[src/rtl/keypad_scanner.sv]
// keypad_scanner: row-at-a-time matrix keypad scanner with a 2-flop column
// synchroniser, press/release debounce, encoded key output, a one-cycle
// valid strobe, a held level and a multi-key pulse.
module keypad_scanner #(
  parameter int unsigned NROWS    = 4,
  parameter int unsigned NCOLS    = 4,
  parameter int unsigned SCAN_DIV = 4,
  parameter int unsigned DEBOUNCE = 8,
  parameter int unsigned CODE_W   = $clog2(NROWS * NCOLS)
) (
  input  logic              clk,
  input  logic              reset,
  input  logic [NCOLS-1:0]  cols,
  output logic [NROWS-1:0]  rows,
  output logic [CODE_W-1:0] key_code,
  output logic              key_valid,
  output logic              held,
  output logic              multi
);

  localparam int unsigned RW      = $clog2(NROWS);
  localparam int unsigned CW      = $clog2(NCOLS);
  localparam int unsigned CNT_MAX = (SCAN_DIV > DEBOUNCE) ? SCAN_DIV : DEBOUNCE;
  localparam int unsigned CNT_W   = $clog2(CNT_MAX + 1);

  localparam logic [CNT_W-1:0] DWELL_LAST = CNT_W'(SCAN_DIV - 1);
  localparam logic [CNT_W-1:0] DB_LAST    = CNT_W'(DEBOUNCE - 1);
  localparam logic [CNT_W-1:0] CNT_SAT    = CNT_W'(CNT_MAX);
  localparam logic [RW-1:0]    ROW_LAST   = RW'(NROWS - 1);

  typedef enum logic [1:0] {
    SCAN     = 2'd0,
    PRESS_DB = 2'd1,
    HELD     = 2'd2,
    REL_DB   = 2'd3
  } state_t;

  state_t state_q, state_d;

  logic [NCOLS-1:0]  sync1;
  logic [NCOLS-1:0]  cols_s;

  logic [RW-1:0]     row_q, row_d;
  logic [CW-1:0]     col_q, col_d;
  logic [CNT_W-1:0]  cnt_q, cnt_d;
  logic [CODE_W-1:0] code_d;
  logic              valid_d;
  logic              multi_d;

  logic              col_any;
  logic              col_many;
  logic [CW-1:0]     col_idx;
  logic [RW-1:0]     row_next;
  logic [CNT_W-1:0]  cnt_inc;
  logic              key_sense;

  // Two-flop synchroniser for the asynchronous column lines
  always_ff @(posedge clk or posedge reset) begin
    if (reset) begin
      sync1  <= '0;
      cols_s <= '0;
    end else begin
      sync1  <= cols;
      cols_s <= sync1;
    end
  end

  // Classify the synchronised columns: none, exactly one (with index), or several
  always_comb begin
    col_any  = 1'b0;
    col_many = 1'b0;
    col_idx  = '0;
    for (int unsigned i = 0; i < NCOLS; i++) begin
      if (cols_s[i]) begin
        if (col_any) begin
          col_many = 1'b1;
        end
        col_any = 1'b1;
        col_idx = CW'(i);
      end
    end
  end

  // Helper values: wrapped next row, saturating counter increment, candidate column level
  always_comb begin
    row_next  = (row_q == ROW_LAST) ? '0 : row_q + RW'(1);
    cnt_inc   = (cnt_q == CNT_SAT) ? cnt_q : cnt_q + CNT_W'(1);
    key_sense = cols_s[col_q];
  end

  // State register
  always_ff @(posedge clk or posedge reset) begin
    if (reset) begin
      state_q <= SCAN;
    end else begin
      state_q <= state_d;
    end
  end

  // Next-state and next-datapath logic
  always_comb begin
    state_d = state_q;
    row_d   = row_q;
    col_d   = col_q;
    cnt_d   = cnt_q;
    code_d  = key_code;
    valid_d = 1'b0;
    multi_d = 1'b0;
    unique case (state_q)
      SCAN: begin
        if (cnt_q == DWELL_LAST) begin
          cnt_d = '0;
          if (col_any && !col_many) begin
            // Single key on this row: freeze the row and debounce that column
            col_d   = col_idx;
            state_d = PRESS_DB;
          end else begin
            row_d   = row_next;
            multi_d = col_many;
          end
        end else begin
          cnt_d = cnt_inc;
        end
      end
      PRESS_DB: begin
        if (!key_sense) begin
          state_d = SCAN;
          row_d   = row_next;
          cnt_d   = '0;
        end else if (cnt_q == DB_LAST) begin
          state_d = HELD;
          cnt_d   = '0;
          code_d  = CODE_W'(32'(row_q) * NCOLS + 32'(col_q));
          valid_d = 1'b1;
        end else begin
          cnt_d = cnt_inc;
        end
      end
      HELD: begin
        if (!key_sense) begin
          state_d = REL_DB;
          cnt_d   = '0;
        end
      end
      REL_DB: begin
        if (key_sense) begin
          state_d = HELD;
          cnt_d   = '0;
        end else if (cnt_q == DB_LAST) begin
          state_d = SCAN;
          row_d   = row_next;
          cnt_d   = '0;
        end else begin
          cnt_d = cnt_inc;
        end
      end
      default: begin
        state_d = SCAN;
        cnt_d   = '0;
      end
    endcase
  end

  // Datapath registers: row index, captured column, counter and registered outputs
  always_ff @(posedge clk or posedge reset) begin
    if (reset) begin
      row_q     <= '0;
      col_q     <= '0;
      cnt_q     <= '0;
      key_code  <= '0;
      key_valid <= 1'b0;
      multi     <= 1'b0;
    end else begin
      row_q     <= row_d;
      col_q     <= col_d;
      cnt_q     <= cnt_d;
      key_code  <= code_d;
      key_valid <= valid_d;
      multi     <= multi_d;
    end
  end

  // Row drive and held level decoded from registered state
  always_comb begin
    rows        = '0;
    rows[row_q] = 1'b1;
    held        = (state_q == HELD) || (state_q == REL_DB);
  end

endmodule

[config.mk]
export PLATFORM = sky130hd
export DESIGN_NAME = keypad_scanner
export DESIGN_NICKNAME = d
export VERILOG_FILES = /design/src/rtl/keypad_scanner.sv
export SDC_FILE = /design/constraint.sdc
export NUM_CORES = 1
export LEC_CHECK = 0
export CAP_MARGIN = 30
export CORE_MARGIN = 2
export CORE_UTILIZATION = 23
export CTS_CLUSTER_SIZE = 20
export DETAILED_ROUTE_END_ITERATION = 12
export PLACE_DENSITY = 0.46
export SYNTH_ARGS = -nofsm -noshare
export SYNTH_HDL_FRONTEND = slang
export SYNTH_SLANG_ARGS = --single-unit
[constraint.sdc]
create_clock -name clk -period 5.58 [get_ports clk]
set_input_delay 1.674 -clock clk [delete_from_list [all_inputs] [get_ports clk]]
set_output_delay 1.674 -clock clk [all_outputs]
set_load 0.01 [all_outputs]
* Word-level counts from Yosys, hierarchy flattened *
Cells that the tools add are included.
W data, S select, Z words.

cells by class
  add/subtract/negate cells = 3
  $lt $le $gt $ge = 3
  equal/unequal tests = 16
  multiplexer cells = 45
  reductions and logical operators = 10

operator list
  cell                   count
  $mux W2                15
  $mux W4                6
  $mux W1                19
  $pmux W4 S4            1
  $ne A2 B2 Y1 const B   7
  $pmux W2 S4            1
  $eq A2 B2 Y1 const B   3
  $lt A2 B3 Y1 const B   2
  $ne A3 B3 Y1 const B   2
  $pmux W2 S3            1
  $reduce_and A3 Y1      2
  $reduce_and A6 Y1      1
  $reduce_and A5 Y1      1
  $add A4 B1 Y4 const B  1
  $add A4 B2 Y4          1
  $eq A4 B2 Y1 const B   1
  $eq A4 B3 Y1 const B   1
  $eq A4 B4 Y1 const B   1
  $reduce_bool A3 Y1     1
  $add A2 B1 Y2 const B  1
  $bmux W1 S2            1
  $demux W1 S2           1
  $eq A2 B1 Y1 const B   1
  $ge A2 B1 Y1 const B   1
  other kinds (4)        5

word-level totals
  register bits = 24
  input port bits = 6
  logic and storage cells = 86

* Longest topological paths before layout *
Gate-level depths: netlist (run 1).

  word-level depth = 12
  depth in mapped cells = 7
  depth with buffers taken out = 6

* Least setup slack after synthesis (run 1) *
OpenSTA, ideal clock, no wires.

  kind = register to output
  start point = register row_q[0]
  end point = output port rows[0]
  arrival = 0.680 ns
  data required time = 3.906 ns
  path slack = 3.226 ns
  stages on the path, launching flop included = 3
  path through = dfrtp_1 inv_1 ha_1

on the way
  longest elaborated chain between the ends = 4

ends and longest elaborated chain
  element                                                             RTL line  source
  start: declaration                                                  43        logic [RW-1:0] row_q, row_d;
  start signal: assignment                                            174       row_q <= row_d;
  $lt A2 B3 Y1 (implied by the code) or $ge A2 B1 Y1 (tied branches)  186       rows[row_q] = 1'b1;
  $logic_and A1 B1 Y1 (implied by the code)                           186
  $mux W1 (implied by the code)                                       186
  $demux W1 S2 (*)                                                    186
  end: declaration                                                    14        output logic [NROWS-1:0] rows,

Every way passes the cells marked *; elsewhere a longest branch is shown, timed or not.

==> results.md, run 1 <==
Run status:
- The run finished with clean final reports.

Routing:
- The routed wirelength normalized by instance count is 11.6 microns.
- The number of nets with antenna violations after routing is 0.
- The post-detailed-routing wire length is 2310 microns.
- The routed layout has 856 vias.
- The detailed-route DRC error count is 0.
- The first-pass iteration count of the detailed router is 3.
- For this block, the initial DRC count from the detailed router was 53.
- The via-per-instance ratio is 4.30.

Setup path:
- The worst register-to-register path begins at cnt_q[0]$_DFFE_PP0N_.
- The signal on the critical path passes through clkdlybuf4s50_1.
- The critical-path cell with the highest stage delay is clkdlybuf4s50_1.
- The worst reg-to-reg path cell count is 6.
- The kind of cell with the highest combined delay along the critical path is buffers and inverters.
- Data on the critical path arrives at its endpoint at 1.52 ns.
- Data on the critical path is required at its endpoint by 3.91 ns.
- STA classifies the critical path startpoint as a flop.
- In this run the critical register-to-register path is captured at row_q[1]$_DFFE_PP0P_.
- The critical path is of the flop to primary output type.
- In this design, the stage delay of the slowest critical-path cell is 0.63 ns.
- The maximum fanout along the worst path is 17.
- In this run the register-to-register setup slack is 3.54 ns.
- The type of destination of the critical path is a primary output.
- The count of buffer and inverter cells on the critical path is 1.

STA:
- The worst path uses 57.3% of the clock period.
- For the pin with the worst max-slew slack, the measured transition is 0.902 ns.
- For this run, the top clock speed supported by timing is 313 MHz.
- For the final database, setup skew stands at 0.00413 ns.
- Setup violations remaining at the end of the flow were counted as 0.
- Setup repair after global routing left no endpoint under its margin.
- The worst max-slew margin expressed relative to the limit is 39.8%.
- The final-report hold violation count was 0.
- The worst hold slack across all endpoints is 0.354 ns.
- For the finished layout, the period the worst path requires is 3.20 ns.
- The final sum of negative setup slack is 0 ns.
- The number of pins exceeding their max-slew limit in the final report is 0.

Clock tree:
- After clock tree synthesis, the clock-pin slew on the worst setup and hold paths is 0.09 ns.
- The maximum count of clock buffers along a single path is 2.
- TritonCTS built the clock tree.
- Post-CTS repair changed the size of 0 cells.
- The master cell of the clock root buffer is clkbuf_8.
- The TritonCTS buffer count is 3.
- The number of H-tree levels is 1.
- The clock drives 24 sinks.
- The number of setup buffers added after CTS is 0.
- The later pin in the worst-skew pair is clocked with a latency of 0.27 ns.
- In this run, post-CTS hold repair placed 0 buffers.

Synth:
- The primary flip-flop cell chosen by synthesis mapping is dfrtp_1.
- After synthesis, the netlist uses 35 different library cells.
- After synthesis, flip-flops and latches occupy 49.0% of the total area.
- Synthesis produced 115 cells.
- The fraction of synthesis flops using an asynchronous set or reset pin is 100%.
- Yosys printed 0 warnings.
- The synthesized net count is 127.
- The synthesized cell area is 0.00123 sq mm.
- The synthesized design contains 0 enable-type register cells.
- The average footprint of a synthesized cell is 10.7 sq um.
- The register bit total from synthesis is 24.

Layout:
- The antenna diode count is 0.
- Relative to the synthesized area, the layout overhead comes to 23.9%.
- The post-route netlist has 11.6% of its cells at a drive strength greater than 1.
- The net count of the finished layout is 142.

Floorplanning:
- The initial standard-cell utilization of the core is 23.9%.
- The total core area is 0.00514 sq mm.
- In this run the vertical extent of the chip is 77.0 microns.
- The die footprint is 0.00593 sq mm.
- After floorplanning, the core was divided into 26 placement rows.
- The number of placed I/O pins is 17.
- The overall die width is 77.0 microns.

Flow run:
- The total of max-cap violations is 0.

Min path:
- The end point of the most critical hold path is cols_s[0]$_DFF_PP0_.
- The cell count of the worst hold path is 0.
- The startpoint identified for the worst hold timing path is sync1[0]$_DFF_PP0_.
- The min-delay analysis places its worst path in the category flop to flop.

Global routing:
- The first global-routing pass estimated 3950 microns of wire.
- For this run the aggregate overflow at the end of global routing stands at 0.
- The maximum number of pins on one net before global-route repair is 25.
- The number of global-route vias before repair is 859.
- The number of antenna violations at the first check in global routing is 0.
- For this run, the total global-route usage over all layers was measured as 8.43%.

Place:
- The final weighted congestion of routability-driven global placement is 0.836.
- Detailed placement finished with a half-perimeter wire length of 1610 microns.
- The count of buffers added on input and output ports is 16.

Pwr:
- IR analysis of the VDD net gives a maximum drop of 0.000189 V.
- For this design the static power due to leakage is 0.000668 uW.
- For this design the ratio of total power to cell area is 475 mW/mm^2.
-- where the power goes --
| group | leakage [uW] | switching, uW | internal, uW |
|---|---|---|---|
| clock | 0.0000357 | 58.8 | 95.9 |
| sequential | 0.000296 | 58.5 | 222 |
| combinational | 0.000336 | 129 | 159 |
-- Yosys cell counts, types with 3 or more instances --
master / count / area share, %
dfrtp_1: 24 / 49
nor2_1: 13 / 4.0
inv_1: 7 / 2.1
a21oi_1: 6 / 2.4
ha_1: 6 / 6.1
mux2_2: 6 / 5.5
nand2_1: 6 / 1.8
o21ai_0: 5 / 2.0
nor2b_1: 4 / 2.0
buf_2: 3 / 1.2
clkbuf_1: 3 / 0.92
-- registers in the layout (all words and copies together) (netlist names), named ones only --
| register | cells |
|---|---|
| sync1 | 4 |
| cols_s | 4 |
| multi | 1 |
| state_q | 1 |
| key_valid | 1 |
| key_code | 4 |
| cnt_q | 4 |
| row_q | 2 |
| col_q | 2 |
-- cell families (layout without fill, tap and decap cells) --
group / count (synthesis) / in the layout / share of synthesized area, %
multiplexers: 8 / 8 / 8.26
buffers and inverters: 13 / 27 / 4.29
adder cells (fa/ha/maj): 7 / 7 / 6.94
AO/OA/AOI/OAI: 21 / 21 / 11.7
AND/OR/NAND/NOR: 38 / 38 / 16.9
flip-flops: 24 / 24 / 49.0
XOR/XNOR: 4 / 4 / 2.86
-- layout make-up --
class	count	area, sq um
Fill cell	558	3620
Sequential cell	24	601
Tap cell	70	87.6
Clock inverter	1	30.0
Multi-Input combinational cell	78	573
Timing Repair Buffer	16	160
Clock buffer	3	41.3
Inverter	7	26.3
-- metal layers --
layer / global-route usage, % / share of wire [%] / vias to the layer above / wire length [microns]
met4: 5.18 / 2.3 / 0 / 53
met1: 11.0 / 47 / 415 / 1100
met5: 0 / 0 / - / 0
met3: 2.00 / 3.6 / 4 / 83
met2: 12.5 / 47 / 13 / 1080
li1: - / - / 424 / -
-- worst register-to-register path: cells and delay by family, from the launching register on --
family                     cells  cell delay [ns]
and+or+nand+nor                3             0.89
DFF                            1             0.38
muxes                          1             0.31
adders and majority gates      1             0.25
AOI/OAI and AO/OA              1             0.10
-- cell usage in the layout, fill, tap and decap left out, drive strengths merged, types with 3 or more instances in the layout --
cell / Yosys / final
clkdlybuf4s50: 0 / 16
clkbuf: 3 / 3
nand2: 6 / 6
mux2: 7 / 7
dfrtp: 24 / 24
nor2b: 4 / 4
nor2: 13 / 13
ha: 6 / 6
a21oi: 6 / 6
inv: 7 / 7
o21ai: 5 / 5
-- stage by stage --
step	total power [uW]	setup WS, ns	cell area (sq um)	std cells	utilization (%)
final	722	2.38	1520	199	29.6
after global routing	783	2.29	1520	199	29.6
after CTS	732	2.37	1520	199	29.6
after detailed placement	571	2.69	1450	195	28.2
after global placement	570	2.70	1450	195	28.2
after floorplan	471	3.23	1230	115	-
-- worst max path at each step --
stage | startpoint | to | slack (ns) | cells past startpoint
5_1_grt | row_q[0]$_DFFE_PP0P_ | rows[2] | 2.29 | 3
4_1_cts | flop | held | 2.37 | 1
6_report | flop | held | 2.38 | 1
3_5_place_dp | flop | held | 2.69 | 1
3_3_place_gp | flop | held | 2.70 | 1
2_1_floorplan | row_q[0]$_DFFE_PP0P_ | rows[0] | 3.23 | 2
No activity file was read; power rests on OpenSTA's default activity.
==> run 2, diff against run 1 <==
PLACE_DENSITY = 0.48   (was 0.46)
clock period = 2.9 ns   (was 5.58 ns; I/O delays follow)
==> run 2 against run 1 <==
Worst setup slack worse by 1.9 ns. Routed wire length shrank 0.22%. Clock skew is 0.0020 ns lower. Clock power up 86%. Cell count up 0.50%. Sequential cell count is the same. Highest routed layer unchanged.
==> results.md, run 2 (synthesis results as in run 1) <==
Clock tree:
- The clock latency on the worst-skew pair was 0.26 ns (about the same).
- The TritonCTS buffer count was 3 (unchanged).
- The number of clock sinks is 24 (unchanged).
- The master cell of the clock root buffer is clkbuf_8.
- The CTS tree is done.
- The maximum count of clock buffers along a single path is 2 (unchanged).
- The number of setup buffers added after CTS came to 0 (unchanged).
- The post-cts hold buffer count was 0 (unchanged).
- The quantity of gates resized following cts was 0 (unchanged).
- The number of H-tree levels is 1 (unchanged).
- The clock-pin slew on the worst setup and hold paths came to 0.08 ns (about the same).

Floorplanning:
- The standard-cell row count was 26 (unchanged).
- The number of placed I/O pins is 17 (unchanged).
- The die footprint was 0.00593 sq mm (unchanged).
- The total core area is 0.00514 sq mm (unchanged).
- The initial standard-cell utilization of the core is 23.9% (unchanged).
- The height of the chip is 77.0 microns (unchanged).
- The overall die width is 77.0 microns (unchanged).

Setup path:
- The critical path's largest stage delay is 0.65 ns (+0.02 ns).
- The critical-path cell with the highest stage delay is dfrtp_1.
- The startpoint of the worst-slack reg-to-reg timing path is cnt_q[1]$_DFFE_PP0N_.
- The worst reg-to-reg setup slack is 0.84 ns (-2.70 ns).
- The worst reg-to-reg path cell count is 6 (unchanged).
- The terminus of the critical flop-to-flop path is row_q[1]$_DFFE_PP0P_.
- The dominant delay contributor by cell family on the critical path is flip-flops.
- The data arrival time of the critical path is 1.55 ns (+0.03 ns).
- The signal on the critical path passes through clkdlybuf4s50_1.
- The count of buffer and inverter cells on the critical path is 1 (unchanged).
- The worst setup path is captured at a primary output.
- The critical path start-end classification is flop to primary output.
- The required time reported for the critical path endpoint is 2.03 ns (-1.88 ns).
- STA classifies the critical path startpoint as a flop.
- The maximum fanout along the worst path came to 17 (unchanged).

Global routing:
- The remaining global-route overflow is 0 (unchanged).
- The combined global-route utilization of all metal layers is 8.31% (-0.13 points).
- The global-route wire length before repair is 4100 microns (+3.9%).
- The number of global-route vias before repair is 946 (+10%).
- The number of antenna violations at the first check in global routing is 0 (unchanged).
- The maximum number of pins on one net before global-route repair is 18 (-28%).

Min path:
- The cell count of the worst hold path is 0 (unchanged).
- The end point of the most critical hold path is cols_s[3]$_DFF_PP0_.
- The worst hold-check path type is flop to flop.
- The startpoint of the tightest hold check path is sync1[3]$_DFF_PP0_.

Routing:
- The routed wirelength normalized by instance count is 11.5 microns (-0.71%).
- The via-per-instance ratio is 4.42 (+2.6%).
- The first-pass iteration count of the detailed router is 4 (+1).
- The post-detailed-routing wire length is 2310 microns (-0.22%).
- The number of nets with antenna violations after routing came to 0 (unchanged).
- The number of design-rule violations left by the first detailed-router iteration was 30 (-43%).
- The total number of vias came to 883 (+3.2%).
- The detailed-route DRC error count came to 0 (unchanged).

Pwr:
- The total leakage power was 0.000677 uW (+1.4%).
- The share of total power in combinational logic is 40.5% (+0.7 points).
- The switching portion of total power came to 34.1% (+0.052 points).
- The switching power is 476 uW (+94%).
- The relative contribution of sequential cells to total power is 38.9% (about the same).
- The power density normalized to cell area is 907 mW/mm^2 (+91%).
- The worst-case vdd ir drop came to 0.000617 V (+230%).
- The internal power was 920 uW (+93%).
- The proportion of power drawn by the clock network is 20.6% (-0.8 points).

STA:
- The transition time at the pin with the least slew margin is 0.522 ns (-0.381 ns).
- The worst max-slew margin expressed relative to the limit is 65.2% (+25 points).
- Setup repair after global routing left no endpoint under its margin.
- The number of pins exceeding their max-slew limit in the final report came to 0 (unchanged).
- The final sum of negative setup slack is 0 ns (unchanged).
- The final-report hold violation count is 0 (unchanged).
- The timing-limited maximum frequency is 413 MHz.
- The setup skew after layout came to 0.00214 ns (-0.00199 ns).
- The routed design could run at a clock period as short as 2.42 ns.
- The part of the cycle the worst path needs is 83.4%.
- The number of endpoints failing setup at the final stage is 0 (unchanged).

Run status:
- The run finished with clean final reports.

Layout:
- The final standard cell count with taps included and fillers excluded is 200 (+0.50%).
- Leaving out fill and tap cells, the most frequent cells in the layout are dfrtp_1 (24), clkdlybuf4s50_1 (16), nor2_1 (13), inv_1 (7).
- The antenna diode count is 0 (unchanged).
- The number of nets in the finished design is 143 (+0.70%).
- The ratio of cells with drive above 1 in the final layout is 12.3% (+0.68 points).
- Relative to the synthesized area, the layout overhead comes to 25.5%.
- Leaving out fill and tap cells, the most frequent cell in the layout is dfrtp_1.

Place:
- The final weighted congestion of routability-driven global placement came to 0.775 (-7.3%).
- The detailed-placement wirelength estimate is 1690 microns (+5.0%).
- The count of input and output buffers was 16 (unchanged).
- The post-placement cell count is 196 (+0.51%).

Flow run:
- The total of max-cap violations is 0 (unchanged).
[run 2: cell types whose count changed in the layout (fill, tap and decap cells not counted)]
cell / change
buf_12: +1
[run 2: power by group through the flow]
stage | clock (uW) | sequential (uW) | combinational (uW)
3_3_place_gp | 0 | 541 | 562
2_1_floorplan | 0 | 515 | 392
6_report | 288 | 543 | 565
3_5_place_dp | 0 | 551 | 567
4_1_cts | 301 | 545 | 576
5_1_grt | 317 | 565 | 633
[run 2: final cells by class]
class | count | area, sq um
clock buffer | 3 | 41.3
sequential | 24 | 601
inverter | 7 | 26.3
tap | 70 | 87.6
fill | 558 | 3600
timing repair buffer | 17 | 180
clock inverter | 1 | 30.0
multi-input combinational | 78 | 573
[run 2: metrics by stage]
stage / total power [uW] / setup slack [ns] / instance area, sq um / utilization [%] / hold WS, ns
floorplan: 907 / 1.03 / 1230 / - / 0.331
global placement: 1100 / 0.817 / 1470 / 28.6 / 0.334
detailed placement: 1120 / 0.791 / 1470 / 28.6 / 0.335
CTS: 1420 / 0.474 / 1540 / 29.9 / 0.356
global route: 1510 / 0.380 / 1540 / 29.9 / 0.363
finish: 1400 / 0.481 / 1540 / 29.9 / 0.352
[run 2: metal layers]
| metal | part of all wire, % | up-vias | global-route usage [%] |
|---|---|---|---|
| met5 | 0 | - | 0 |
| met4 | 1.0 | 0 | 2.86 |
| met3 | 4.8 | 3 | 2.12 |
| met2 | 49 | 20 | 14.2 |
| met1 | 45 | 432 | 10.1 |
| li1 | - | 428 | - |
[run 2: worst max-delay path by stage]
stage                    startpoint              endpoint  slack, ns  cells past startpoint
2_1_floorplan  cnt_q[0]$_DFFE_PP0N_  row_q[1]$_DFFE_PP0P_       1.03                      6
3_3_place_gp                   flop                  held       0.82                      1
3_5_place_dp                   flop                  held       0.79                      1
4_1_cts                        flop                  held       0.47                      1
5_1_grt                        flop                  held       0.38                      1
6_report                       flop                  held       0.48                      1
